### src/rtl/serial_frame_gen.sv
// Byte FIFO feeding a UART / PS/2 device-to-host frame serialiser with programmable timing.
// Optional SERIAL_FRAME_GEN_PS2_INHIBIT_EN adds host clock-inhibit handling on ps2_clk_in.
//
// state    | meaning
// S_IDLE   | waiting for a queued byte; pops it and latches mode/parity
// S_START  | start bit slot (line low)
// S_DATA   | DATA_BITS payload slots, LSB first
// S_PARITY | parity slot (skipped for UART without parity)
// S_STOP   | stop bit slot (line high); frame counted at its end
// S_GAP    | all lines high for GAP_CYCLES clocks
module serial_frame_gen #(
    parameter int DATA_BITS  = 8,
    parameter int FIFO_DEPTH = 16,
    parameter int UART_DIV   = 868,
    parameter int PS2_HALF   = 3000,
    parameter int GAP_CYCLES = 10000,
    parameter int CNT_W      = 16
) (
    input  logic                          clk,
    input  logic                          rst_n,
    input  logic                          mode,
    input  logic [1:0]                    parity_mode,
    input  logic                          wr_valid,
    input  logic [DATA_BITS-1:0]          wr_data,
`ifdef SERIAL_FRAME_GEN_PS2_INHIBIT_EN
    input  logic                          ps2_clk_in,
`endif
    output logic                          wr_ready,
    output logic [$clog2(FIFO_DEPTH):0]   fifo_level,
    output logic                          busy,
    output logic                          uart_tx,
    output logic                          ps2_clk,
    output logic                          ps2_data,
    output logic [15:0]                   frames_sent
);

    localparam int AW = $clog2(FIFO_DEPTH);
    localparam int BW = $clog2(DATA_BITS);
    localparam logic [AW:0]      FULL_LVL = (AW+1)'(FIFO_DEPTH);
    localparam logic [BW-1:0]    LAST_BIT = BW'(DATA_BITS - 1);
    localparam logic [CNT_W-1:0] UART_RLD = CNT_W'(UART_DIV - 1);
    localparam logic [CNT_W-1:0] PS2_RLD  = CNT_W'(2 * PS2_HALF - 1);
    localparam logic [CNT_W-1:0] PS2_MID  = CNT_W'(PS2_HALF);
    localparam logic [CNT_W-1:0] GAP_RLD  = CNT_W'((GAP_CYCLES == 0) ? 0 : GAP_CYCLES - 1);

    typedef enum logic [2:0] {S_IDLE, S_START, S_DATA, S_PARITY, S_STOP, S_GAP} state_t;

    state_t                 state_q;
    logic [CNT_W-1:0]       cnt_q;
    logic [BW-1:0]          bit_q;
    logic [DATA_BITS-1:0]   sh_q;
    logic                   mode_q, par_q, has_par_q;
    logic                   uart_tx_q, ps2_clk_q, ps2_data_q;
    logic [15:0]            frames_q;

    logic [DATA_BITS-1:0]   mem_q [FIFO_DEPTH];
    logic [AW-1:0]          wr_ptr_q, rd_ptr_q;
    logic [AW:0]            level_q;
    logic [DATA_BITS-1:0]   head;
    logic                   push, pop, host_low, abort;
    logic [CNT_W-1:0]       slot_rld;

`ifdef SERIAL_FRAME_GEN_PS2_INHIBIT_EN
    logic [1:0] sync_q;
    always_ff @(posedge clk or negedge rst_n) begin
        if (!rst_n) sync_q <= 2'b11;
        else        sync_q <= {sync_q[0], ps2_clk_in};
    end
    assign host_low = ~sync_q[1];
`else
    assign host_low = 1'b0;
`endif

    assign head     = mem_q[rd_ptr_q];
    assign wr_ready = (level_q != FULL_LVL);
    assign push     = wr_valid && wr_ready;
    assign pop      = (state_q == S_IDLE) && (level_q != '0) && !(mode && host_low);
    // only the start and data slots may be cut short; parity and stop always finish
    assign abort    = mode_q && host_low && ((state_q == S_START) || (state_q == S_DATA));
    assign slot_rld = mode_q ? PS2_RLD : UART_RLD;

    always_ff @(posedge clk) begin
        if (push) mem_q[wr_ptr_q] <= wr_data;
    end

    always_ff @(posedge clk or negedge rst_n) begin
        if (!rst_n) begin
            wr_ptr_q <= '0;
            rd_ptr_q <= '0;
            level_q  <= '0;
        end else begin
            if (push) wr_ptr_q <= wr_ptr_q + AW'(1);
            if (pop)  rd_ptr_q <= rd_ptr_q + AW'(1);
            case ({push, pop})
                2'b10:   level_q <= level_q + (AW+1)'(1);
                2'b01:   level_q <= level_q - (AW+1)'(1);
                default: level_q <= level_q;
            endcase
        end
    end

    // {uart_tx, ps2_clk, ps2_data} at the start of a slot carrying bit v
    function automatic logic [2:0] slot_lines(input logic m, input logic v);
        return m ? {1'b1, 1'b0, v} : {v, 1'b1, 1'b1};
    endfunction

    always_ff @(posedge clk or negedge rst_n) begin
        if (!rst_n) begin
            state_q   <= S_IDLE;
            cnt_q     <= '0;
            bit_q     <= '0;
            sh_q      <= '0;
            mode_q    <= 1'b0;
            par_q     <= 1'b0;
            has_par_q <= 1'b0;
            uart_tx_q <= 1'b1;
            ps2_clk_q <= 1'b1;
            ps2_data_q <= 1'b1;
            frames_q  <= '0;
        end else if (state_q == S_IDLE) begin
            if (pop) begin
                sh_q      <= head;
                mode_q    <= mode;
                par_q     <= (!mode && parity_mode == 2'b01) ? ^head : ~^head;
                has_par_q <= mode || (^parity_mode);
                cnt_q     <= mode ? PS2_RLD : UART_RLD;
                {uart_tx_q, ps2_clk_q, ps2_data_q} <= slot_lines(mode, 1'b0);
                state_q   <= S_START;
            end
        end else if (abort) begin
            {uart_tx_q, ps2_clk_q, ps2_data_q} <= 3'b111;
            cnt_q   <= GAP_RLD;
            state_q <= (GAP_CYCLES == 0) ? S_IDLE : S_GAP;
        end else if (cnt_q != '0) begin
            cnt_q <= cnt_q - CNT_W'(1);
            if (mode_q && cnt_q == PS2_MID) ps2_clk_q <= 1'b1;
        end else begin
            cnt_q <= slot_rld;
            case (state_q)
                S_START: begin
                    state_q <= S_DATA;
                    bit_q   <= '0;
                    {uart_tx_q, ps2_clk_q, ps2_data_q} <= slot_lines(mode_q, sh_q[0]);
                end
                S_DATA: begin
                    sh_q <= sh_q >> 1;
                    if (bit_q != LAST_BIT) begin
                        bit_q <= bit_q + BW'(1);
                        {uart_tx_q, ps2_clk_q, ps2_data_q} <= slot_lines(mode_q, sh_q[1]);
                    end else if (has_par_q) begin
                        state_q <= S_PARITY;
                        {uart_tx_q, ps2_clk_q, ps2_data_q} <= slot_lines(mode_q, par_q);
                    end else begin
                        state_q <= S_STOP;
                        {uart_tx_q, ps2_clk_q, ps2_data_q} <= slot_lines(mode_q, 1'b1);
                    end
                end
                S_PARITY: begin
                    state_q <= S_STOP;
                    {uart_tx_q, ps2_clk_q, ps2_data_q} <= slot_lines(mode_q, 1'b1);
                end
                S_STOP: begin
                    frames_q <= frames_q + 16'd1;
                    {uart_tx_q, ps2_clk_q, ps2_data_q} <= 3'b111;
                    cnt_q   <= GAP_RLD;
                    state_q <= (GAP_CYCLES == 0) ? S_IDLE : S_GAP;
                end
                default: state_q <= S_IDLE;
            endcase
        end
    end

    assign fifo_level  = level_q;
    assign busy        = (state_q != S_IDLE) || (level_q != '0);
    assign uart_tx     = uart_tx_q;
    assign ps2_clk     = ps2_clk_q;
    assign ps2_data    = ps2_data_q;
    assign frames_sent = frames_q;

endmodule

### config.mk
export PLATFORM = sky130hd
export DESIGN_NAME = serial_frame_gen
export DESIGN_NICKNAME = d
export VERILOG_FILES = /design/src/rtl/serial_frame_gen.sv
export SDC_FILE = /design/constraint.sdc
export NUM_CORES = 1
export LEC_CHECK = 0
export ABC_AREA = 1
export CAP_MARGIN = 30
export CORE_ASPECT_RATIO = 0.8
export CORE_MARGIN = 1.5
export CORE_UTILIZATION = 40
export DETAILED_ROUTE_END_ITERATION = 16
export DONT_BUFFER_PORTS = 1
export PLACE_DENSITY_LB_ADDON = 0.2
export SYNTH_ARGS = -nofsm -noshare
export SYNTH_HDL_FRONTEND = slang
export SYNTH_SLANG_ARGS = --single-unit
### constraint.sdc
create_clock -name clk -period 3 [get_ports clk]
set_clock_uncertainty 0.1 [all_clocks]
set_input_delay 0.6 -clock clk [delete_from_list [all_inputs] [get_ports clk]]
set_output_delay 0.6 -clock clk [all_outputs]
set_load 0.01 [all_outputs]
==> run summary <==
Run status = complete, no violations
Vias post-DR = 6,282
CP endpoint kind = primary output
Reg-to-Reg End = fifo_level[4]$_DFFE_PN0P_
WL per Instance = 15.59 um
Final hold viol count = 0
Die span in x = 171.6 um
Core area = 0.02238 mm^2
First-pass GRT wire length = 32.06 mm
Die Ht = 137.9 um
Critical path type = reg -> out
Post-synth top area cell = edfxtp_1
Worst EP arrival = 2.11 ns
Slowest stage delay, CP = 0.43 ns
Maximum VDD drop = 0.6069 mV
Vias per inst = 4.855
Most used cell, CP = nor2_2
Worst path slowest cell = dfrtp_1
ANT nets after route = 0
Die area = 0.02366 mm^2
Initial antenna violation count = 0
Max_slew headroom = 40.28%
Vias in the first global route = 5,948
1st-pass router iterations = 5
CTS tree = yes
Count of final setup violators = 0
Final min period = 2.812 ns
Clock slew at reported path FFs = 0.07 ns
Dpl cell area = 0.009553 mm^2
WP data required = 2.30 ns
Top delay family on crit path = buffers and inverters
CP Depth = 8
Synthesis-to-finish area growth = 12.30%
CTS H-tree lvls = 4
Layout cells sized above 1 = 10.12%
Critical path buffers and inverters = 5
Worst R2R Setup Slack = 0.32 ns
Nets = 1,006
IO Pins = 40
I/O Buffers = 0
CP max FO = 14
Final worst-path cycle share = 93.73%
Synth Flop Type = edfxtp_1
CTS buffer count = 17
Fmax = 355.6 MHz
Initial Utilization = 40.65%
GRT Total Usage = 18.27%
CP startpoint = state_q[1]$_DFFE_PN0P_
Clock buffer depth = 2
Most common cell in the synthesized netlist = nand2_1
Total of max-cap violations = 0
FILL cells = 2,123
PD cells = 956.1 mW/mm^2
Synth Area per Inst = 9.545 um^2
Syn_nets = 982
CTS sink cnt = 193
GRT overflow = 0
Root Buffer = clkbuf_16
Startpoint Class = flip-flop
Post-synthesis cell area = 0.009096 mm^2
Synth area leaders = edfxtp_1 (42%), dfrtp_1 (17%), nand2_1 (12%)
Static Leak = 0.004493 uW
Worst-case reg-to-reg path depth = 15
Clk_lat worst skew = 0.43 ns
Hold WC Path Type = in -> reg
Largest net degree at the start of global routing = 66
Post-synth EDFFs = 128
Asr flop ratio synth = 33.68%
Seq/Total Area, Yosys = 60.18%
FP Rows = 49
Slew at the pin closest to its max-slew limit = 0.8925 ns
FF-to-FF Start = state_q[1]$_DFFE_PN0P_
Fin util = 45.65%
Crit-path cells = nor2_2 -> inv_2 -> nor2_2 -> buf_6 -> clkinvlp_4 -> nor2_2 -> buf_4 -> clkinvlp_4
Crit path to = busy
Post-Synthesis Cells = 953
#FFs+latches synth = 193
DRT iter0 DRCs = 421
Count of pins over their slew limit = 0
Commonest cells in the netlist = nand2_1 (279), edfxtp_1 (128), inv_1 (111), nand3_1 (87), nor2_1 (74)
HPWL Detailed = 13.22 mm
Number of remaining DRC errors = 0
Syn. warnings = 0
Synth top area share = 42.26%
Cell area after layout = 0.01021 mm^2
Netlist cell types = 43
Antenna diodes = 0
GPL Wtd Cong = 0.8270
Drt total wl = 20.17 mm
==> per-layer routing <==
layer	global-route usage, %	share of wire [%]
met4	4.386	1.2
met3	4.709	4.2
met1	26.82	50
met2	26.92	44
met5	0	0
==> worst min path at each step <==
stage / startpoint / to / slack, ns / cells past startpoint
floorplan: rst_n / bit_q[0]$_DFFE_PN0P_ / 0.20 / 0
global placement: rst_n / cnt_q[11]$_DFFE_PN0P_ / 0.21 / 0
detailed placement: rst_n / cnt_q[11]$_DFFE_PN0P_ / 0.21 / 0
CTS: wr_data[5] / mem_q[2][5]$_DFFE_PP_ / 0.14 / 0
global route: wr_data[5] / mem_q[0][5]$_DFFE_PP_ / 0.13 / 0
finish: wr_data[5] / mem_q[0][5]$_DFFE_PP_ / 0.16 / 0
==> layout by cell type (no fill, tap or decap), drive strengths merged, types with 3 or more instances in the layout <==
| master | instances |
|---|---|
| nor4 | 3 |
| nand4 | 8 |
| buf | 31 |
| a22oi | 3 |
| ha | 15 |
| nor2 | 83 |
| inv | 124 |
| clkbuf | 20 |
| dfrtp | 62 |
| xnor2 | 10 |
| nor3 | 10 |
| nand2 | 281 |
| o22ai | 8 |
| edfxtp | 128 |
| a31oi | 5 |
| xor2 | 23 |
| clkinvlp | 4 |
| o21ai | 42 |
| dfstp | 3 |
| a21oi | 15 |
| clkinv | 4 |
| nand3 | 92 |
==> through the flow <==
stage               power (uW)  setup slack, ns  TNS [ns]  instances  hold WS, ns
floorplan                 6391           0.1402         0        953       0.2044
global placement          7434           0.1250         0       1258       0.2066
detailed placement        7478          0.09005         0       1258       0.2065
CTS                       9743        0.0009444         0       1290       0.1439
global route             10570         -0.04794  -0.04794       1294       0.1309
finish                    9766           0.1880         0       1294       0.1588
==> cell families (layout without fill, tap and decap cells) <==
| group | count (synthesis) | count (layout) | share of synthesized area (%) |
|---|---|---|---|
| compound gates | 81 | 81 | 5.007 |
| xor+xnor | 33 | 33 | 3.177 |
| mux | 1 | 1 | 0.1238 |
| buf+inv | 151 | 186 | 6.644 |
| simple gates | 479 | 479 | 22.81 |
| flops | 193 | 193 | 60.18 |
| fa+ha+maj | 15 | 15 | 2.063 |
==> worst register-to-register path: stages (launching register included) <==
cell and delay [ns]:
dfrtp_1 0.43, nor2_2 0.19, inv_2 0.07, nor2_2 0.16, nand2_1 0.11, inv_2 0.12
ha_2 0.25, xor2_1 0.11, ha_1 0.19, a21oi_1 0.17, o21ai_0 0.12, a21oi_1 0.14
inv_1 0.06, o21ai_0 0.15, a21oi_1 0.07, xor2_1 0.14
==> layout make-up <==
cell class,count,area (um^2),share of cell area (%)
inverter,123,469.2,4.593
timing repair inverter,1,5.005,0.04900
sequential,193,5475,53.60
timing repair buffer,32,279.0,2.732
clock inverter,10,126.4,1.237
clock buffer,20,436.7,4.275
tap,306,382.9,3.748
multi-input combinational,609,3040,29.76
==> flip-flops by register name, indices dropped and copies added (netlist names) <==
| name | cells |
|---|---|
| frames_sent | 16 |
| ps2_clk | 1 |
| uart_tx | 1 |
| mem_q | 128 |
| ps2_data | 1 |
| has_par_q | 1 |
| rd_ptr_q | 4 |
| fifo_level | 5 |
| state_q | 3 |
| par_q | 1 |
| cnt_q | 16 |
| bit_q | 3 |
| sh_q | 8 |
| wr_ptr_q | 4 |
| mode_q | 1 |
==> report_power, final <==
part	switching [uW]	internal [uW]	total (uW)	leakage [uW]
clock	997	1230	2230	0.000271
sequential	276	3310	3580	0.00196
combinational	2670	1290	3950	0.00226
total	3940	5830	9770	0.00449
==> timing repair <==
action | in CTS | in global routing
hold buffers | 2 | 0
resized for setup | 0 | 9
endpoints found under the setup margin | 0 | 2
setup buffers | 0 | 3
hold endpoints to repair | 65 | 0
No activity file was read; power rests on OpenSTA's default activity.
